File: config.mk
export PLATFORM = sky130hd
export DESIGN_NAME = stream_mux_rr
export DESIGN_NICKNAME = d
export VERILOG_FILES = /design/src/rtl/stream_mux_rr.sv
export SDC_FILE = /design/constraint.sdc
export NUM_CORES = 1
export LEC_CHECK = 0
export CAP_MARGIN = 30
export CORE_ASPECT_RATIO = 0.7
export CORE_MARGIN = 5
export CORE_UTILIZATION = 42
export CTS_BUF_LIST = sky130_fd_sc_hd__clkbuf_16
export DETAILED_ROUTE_END_ITERATION = 10
export HOLD_SLACK_MARGIN = 0.15
export MAX_ROUTING_LAYER = met4
export PLACE_DENSITY = 0.87
export SYNTH_ARGS = -nofsm -noshare
export SYNTH_HDL_FRONTEND = slang
export SYNTH_SLANG_ARGS = --single-unit
File: constraint.sdc
create_clock -name clk -period 4 [get_ports clk]
set_input_delay 0.8 -clock clk [delete_from_list [all_inputs] [get_ports clk]]
set_output_delay 0.8 -clock clk [all_outputs]
set_load 0.01 [all_outputs]
File: src/rtl/stream_mux_rr.sv
// N:1 valid/ready stream multiplexer with a registered output stage.
// Supports software-selected fixed channel or round-robin arbitration.
module stream_mux_rr #(
  parameter int unsigned NUM_CH = 4,
  parameter int unsigned DATA_W = 8,
  parameter int unsigned SEL_W  = 2
) (
  input  logic                     clk,
  input  logic                     rst_n,
  input  logic [NUM_CH*DATA_W-1:0] in_data,
  input  logic [NUM_CH-1:0]        in_valid,
  output logic [NUM_CH-1:0]        in_ready,
  input  logic                     mode,
  input  logic [SEL_W-1:0]         sel,
  output logic [DATA_W-1:0]        out_data,
  output logic                     out_valid,
  input  logic                     out_ready,
  output logic [SEL_W-1:0]         out_ch
);

  logic [SEL_W-1:0]  ptr_q, ptr_d;
  logic [DATA_W-1:0] out_data_q, out_data_d;
  logic              out_valid_q, out_valid_d;
  logic [SEL_W-1:0]  out_ch_q, out_ch_d;

  logic              load_en;
  logic              grant_vld;
  logic [SEL_W-1:0]  grant;
  logic [DATA_W-1:0] grant_data;

  assign load_en = !out_valid_q || out_ready;

  // Round-robin search starts one past the last granted channel.
  always_comb begin
    int unsigned idx;
    idx       = 0;
    grant     = '0;
    grant_vld = 1'b0;
    if (!mode) begin
      grant = sel;
      if (32'(sel) < NUM_CH) begin
        grant_vld = in_valid[sel];
      end
    end else begin
      for (int unsigned k = 1; k <= NUM_CH; k++) begin
        idx = 32'(ptr_q) + k;
        if (idx >= NUM_CH) begin
          idx = idx - NUM_CH;
        end
        if (!grant_vld && in_valid[idx[SEL_W-1:0]]) begin
          grant_vld = 1'b1;
          grant     = idx[SEL_W-1:0];
        end
      end
    end
  end

  assign grant_data = DATA_W'(in_data >> (32'(grant) * DATA_W));

  // Held at zero during reset so producers never see a phantom accept.
  assign in_ready = (rst_n && load_en && grant_vld) ? (NUM_CH'(1) << grant) : '0;

  always_comb begin
    ptr_d       = ptr_q;
    out_data_d  = out_data_q;
    out_valid_d = out_valid_q;
    out_ch_d    = out_ch_q;
    if (load_en) begin
      if (grant_vld) begin
        out_data_d  = grant_data;
        out_ch_d    = grant;
        out_valid_d = 1'b1;
        if (mode) begin
          ptr_d = grant;
        end
      end else begin
        out_valid_d = 1'b0;
      end
    end
  end

  always_ff @(posedge clk or negedge rst_n) begin
    if (!rst_n) begin
      ptr_q       <= SEL_W'(NUM_CH - 1);
      out_data_q  <= '0;
      out_valid_q <= 1'b0;
      out_ch_q    <= '0;
    end else begin
      ptr_q       <= ptr_d;
      out_data_q  <= out_data_d;
      out_valid_q <= out_valid_d;
      out_ch_q    <= out_ch_d;
    end
  end

  assign out_data  = out_data_q;
  assign out_valid = out_valid_q;
  assign out_ch    = out_ch_q;

endmodule
# Word level (Yosys, flattened, before mapping)
# Cells that the tools add are included.
dict set report totals {
  elab_cells 68
  inputBits 42
  reg_bits 13
  output_inout_bits 15
}
dict set report classes {
  mux 33
  n_reduce_logical 12
  addsub 8
  n_shift 2
  n_lt_le_gt_ge 9
}
# operator n
set ops {}
lappend ops {{32-bit by 5-bit right shift with 8-bit output} 1}
lappend ops {{2-bit two-way mux} 13}
lappend ops {{2-bit by 3-bit less-than comparator with 1-bit output, second input constant} 5}
lappend ops {{1-bit two-way mux} 14}
lappend ops {{1-bit binary-select mux with 2-bit select} 5}
lappend ops {{3-bit greater-or-equal comparator, second input constant} 3}
lappend ops {{2-bit by 1-bit subtractor with 2-bit output, second input constant} 4}
lappend ops {{2-bit by 2-bit adder with 3-bit output, second input constant} 2}
lappend ops {{1-bit logical AND} 5}
lappend ops {{2-bit by 3-bit adder with 4-bit output, second input constant} 1}
lappend ops {{4-bit by 3-bit greater-or-equal comparator with 1-bit output, second input constant} 1}
lappend ops {{1-bit logical NOT} 4}
lappend ops {{4-bit two-way mux} 1}
lappend ops {{1-bit by 2-bit left shift with 4-bit output, first input constant} 1}
lappend ops {{2-bit by 1-bit adder with 3-bit output, second input constant} 1}
lappend ops {{3-bit AND reduction} 1}
lappend ops {{2-bit AND reduction} 1}
lappend ops {{1-bit logical OR} 1}

# Depth between registers and ports, before layout
dict set report logic_depth {
  depth_word 22
  ltp_mapped 7
}

# Least setup slack after synthesis
# No wires, ideal clock.
dict set report synth_timing {
  path_kind {input -> output}
  from {input port sel[1]}
  to {output port in_ready[0]}
  arrival_time_ns 2.141
  t_required_ns 3.200
  slack_ns 1.059
  path_buffers 1
  path_stages 6
  cell_sequence {mux4_1 -> mux2i_1 -> a21oi_1 -> buf_4 -> nand2_1 -> nor3b_1}
}
dict set report synth_via {
  elab_chain_cells 5
}
# element line
set synth_lines {}
lappend synth_lines {{start, declared} 14} ;# input logic [SEL_W-1:0] sel,
lappend synth_lines {{1-bit binary-select mux with 2-bit select} 42} ;# grant_vld = in_valid[sel];
lappend synth_lines {{1-bit two-way mux (not written as such)} 42}
lappend synth_lines {{1-bit two-way mux} 39} ;# if (!mode) begin
lappend synth_lines {{1-bit logical AND} 61} ;# assign in_ready = (rst_n && load_en && grant_vld) ? (NUM_CH'(1) << grant) : '0;
lappend synth_lines {{4-bit two-way mux (*)} 61}
lappend synth_lines {{end, declared} 12} ;# output logic [NUM_CH-1:0] in_ready,
# Mark *: on every way between the ends. The rest lies on a longest branch, timed or not. The select of a mux whose other input is x is not followed.

# Worst setup path in the final report
dict set report layout_timing {
  from {input port in_valid[3]}
  to {output port in_ready[0]}
}
dict set report layout_via {
  elab_chain_cells 18
}
# element line
set layout_lines {}
lappend layout_lines {{start, declared} 11} ;# input logic [NUM_CH-1:0] in_valid,
lappend layout_lines {{1-bit binary-select mux with 2-bit select} 50} ;# if (!grant_vld && in_valid[idx[SEL_W-1:0]]) begin
lappend layout_lines {{1-bit two-way mux (not written as such)} 50}
lappend layout_lines {{1-bit two-way mux} 50}
lappend layout_lines {{1-bit two-way mux} 39}
lappend layout_lines {{1-bit logical NOT} 50}
lappend layout_lines {{1-bit logical AND} 50}
lappend layout_lines {{1-bit two-way mux} 50}
lappend layout_lines {{1-bit two-way mux} 39}
lappend layout_lines {{[2 not listed]} -}
lappend layout_lines {{1-bit two-way mux} 50}
lappend layout_lines {{1-bit two-way mux} 39}
lappend layout_lines {{1-bit logical NOT} 50}
lappend layout_lines {{1-bit logical AND} 50}
lappend layout_lines {{2-bit two-way mux / 1-bit two-way mux (equally long branches)} 50}
lappend layout_lines {{2-bit two-way mux / 1-bit two-way mux (equally long branches)} 39}
lappend layout_lines {{1-bit by 2-bit left shift with 4-bit output / 1-bit logical AND (equally long branches)} 61}
lappend layout_lines {{4-bit two-way mux (*)} 61}
# Marked as above.

==> impl_metrics.env <==
export IMPL_grt_pass1_vias=950
export IMPL_worstPathRequired_ps=3200
export IMPL_async_flop_share=1.000
export IMPL_pwr_share_seq=0.283
export IMPL_core_area_um2=2440
export IMPL_synth_area_per_cell_um2=10.97
export IMPL_cts_clk_slew_worst_paths_ps=40
export IMPL_final_util=0.7092
export IMPL_area_growth_pct=64.25
export IMPL_routed_wl_met3_um=169
export IMPL_portBuffers=56
export IMPL_cts_made_buffers=3
export IMPL_p_leak_nw=0.7659
export IMPL_fmax_mhz=265.7
export IMPL_cts_setup_buffers=0
export IMPL_routed_wl_um=3043
export IMPL_synth_nets=138
export IMPL_hp_class="reg2reg"
export IMPL_tns_ps=0
export IMPL_hold_viol_final=0
export IMPL_p_per_area_nw_per_um2=477.8
export IMPL_cts_tree="yes"
export IMPL_syn_inst=96
export IMPL_fillers=168
export IMPL_cts_buffer_depth=2
export IMPL_ctsHoldBuffers=0
export IMPL_path_class="in2out"
export IMPL_die_area_um2=3626
export IMPL_wl_per_cell_um=16.02
export IMPL_p_int_w=0.0005658
export IMPL_via_count=976
export IMPL_dr_first_iter_drc_count=27
export IMPL_fp_dieW_um=69.86
export IMPL_htreeDepth=1
export IMPL_period_minus_slack_ps=3763
export IMPL_clock_skew_ps=2.823
export IMPL_path_max_fanout=7
export IMPL_setup_viol_count_final=0
export IMPL_slew_headroom=0.7521
export IMPL_post_route_period_util=0.9408
export IMPL_die_h_um=51.91
export IMPL_power_frac_comb=0.493
export IMPL_ys_flop_type="dfrtp_1"
export IMPL_wl_met1_um=1359
export IMPL_rows=15
export IMPL_synth_cell_types=28
export IMPL_nets=199
export IMPL_slew_violations=0
export IMPL_switchingPower_w=0.0002610
export IMPL_insertion_delay_ps=240
export IMPL_p_clk_frac=0.223
export IMPL_end_kind="output port"
export IMPL_status="complete, no violations"
export IMPL_grt_pass1_wl_um=4788
export IMPL_routed_top_layer="met4"
export IMPL_worstMarginPinSlew_ps=370.7
export IMPL_yosys_register_bits=13
export IMPL_irDropWorstVdd_v=0.0003188
export IMPL_yosysTopAreaCell="dfrtp_1"
export IMPL_grt_use_total=0.1714
export IMPL_yosysTopAreaCellShare=0.2613
export IMPL_start_util=0.4318
export IMPL_grt_ovfl_total=0
export IMPL_dp_hpwl_um=2471
export IMPL_netlist_area_um2=1054
export IMPL_synthTopCellsByArea="dfrtp_1, mux2i_1, mux2_4, dfstp_2, nand2_1"
export IMPL_ys_seq_area_frac=0.3112
export IMPL_rsz0062_at_grt="no"
export IMPL_via_per_inst=5.137
export IMPL_drtPass1Iterations=4
export IMPL_drv_cap=0
export IMPL_ant_nets=0
export IMPL_clock_sinks=13
export IMPL_grt_max_degree=17
export IMPL_antenna_cells=0
export IMPL_ios=57
export IMPL_synth_edf_count=0
export IMPL_switching_share=0.3157
export IMPL_startpoint_type="primary input"
export IMPL_route_detailed_drc=0
export IMPL_post_cts_resized=0
export IMPL_wl_met2_um=1500
export IMPL_antenna_found_initial=0
export IMPL_place_congestion=0.9012
export IMPL_layout_drive_gt1_share=0.1603
export IMPL_cts_root_buf="clkbuf_16"
export IMPL_crit_arrival_ps=2960
export IMPL_synth_warning_count=0
-- Yosys cell counts, types with 2 or more instances --
cell     instances
nor2b_1          3
nor2_1           4
mux2_4           7
o21ai_0          4
a21oi_1          3
buf_4            2
inv_1            3
nand3_1          2
buf_6            2
mux2i_1         25
dfstp_2          2
nor3b_1          4
nand2_1          9
mux2_2           2
dfrtp_1         11
-- layout make-up --
type / count / area (µm²) / share of cell area
tap: 34 / 42.54 / 0.02458
inverter: 3 / 11.26 / 0.006508
multi-input combinational: 75 / 671.9 / 0.3883
sequential: 13 / 327.8 / 0.1894
clock buffer: 3 / 75.07 / 0.04338
timing repair buffer: 61 / 598.1 / 0.3456
clock inverter: 1 / 3.754 / 0.002169
-- worst paths after layout --
check                                        startpoint                       to  slack [ps]  cells past startpoint
worst min-delay path            out_data[2]$_DFFE_PN0P_  out_data[2]$_DFFE_PN0P_         510                      1
max in group asynchronous                         rst_n     ptr_q[1]$_DFFE_PN1P_        2820                      2
min in group asynchronous                         rst_n     ptr_q[0]$_DFFE_PN1P_         930                      1
worst max-delay path                        in_valid[3]              in_ready[0]         240                      7
worst max register to register     ptr_q[0]$_DFFE_PN1P_  out_data[5]$_DFFE_PN0P_        1720                      7
worst min register to register  out_data[2]$_DFFE_PN0P_  out_data[2]$_DFFE_PN0P_         510                      1
-- power groups by stage --
stage | combinational (W) | sequential, W | clock [W]
after global placement | 0.000401 | 0.000234 | 0
after floorplan | 0.000219 | 0.000249 | 0
after detailed placement | 0.000405 | 0.000236 | 0
after global routing | 0.000435 | 0.000242 | 0.000197
after CTS | 0.000411 | 0.000235 | 0.000186
final | 0.000408 | 0.000234 | 0.000185
-- layer usage --
layer / global-route usage / vias to the layer above
met5: - / -
met4: 0.03822 / 0
met3: 0.03475 / 2
met2: 0.2696 / 30
met1: 0.2310 / 472
li1: - / 472
-- cell usage in the layout (no fill, tap or decap), types with 4 or more instances in the layout --
cell / netlist / layout
buf_4: 2 / 5
clkdlybuf4s50_1: 0 / 56
dfrtp_1: 11 / 11
inv_1: 3 / 4
mux2_4: 7 / 7
mux2i_1: 25 / 25
nand2_1: 9 / 9
nor2_1: 4 / 4
nor3b_1: 4 / 4
o21ai_0: 4 / 4
-- sequential cells by signal, summed over array words and instances (netlist names) --
register and count:
out_valid 1, out_ch 2, out_data 8, ptr_q 2
-- metrics by stage --
stage               total power [W]  setup WS [ps]  cell area [µm²]  hold slack (ps)  cells
finish                    0.0008269          237.0             1730            507.2    190
global route              0.0008734          62.26             1730            519.5    190
CTS                       0.0008324          227.3             1730            506.4    190
detailed placement        0.0006407          261.1             1652            496.7    186
global placement          0.0006354          302.2             1652            494.0    186
floorplan                 0.0004677           1059             1054            476.4     96
-- critical path, stage by stage --
cell	delay, ps
clkdlybuf4s50_1	590
mux4_1	280
mux2i_1	90
a21oi_1	270
nand2_1	140
nor3b_1	230
clkdlybuf4s50_1	570
-- kinds of logic (layout without fill, tap and decap cells) --
family,count (synthesis),in the layout,synth area share
AO/OA/AOI/OAI,13,13,0.1069
buffers and inverters,8,68,0.05106
flip-flops,13,13,0.3112
multiplexers,35,35,0.3836
AND/OR/NAND/NOR,27,27,0.1473
Note: power is estimated with default switching activity, not from simulation.
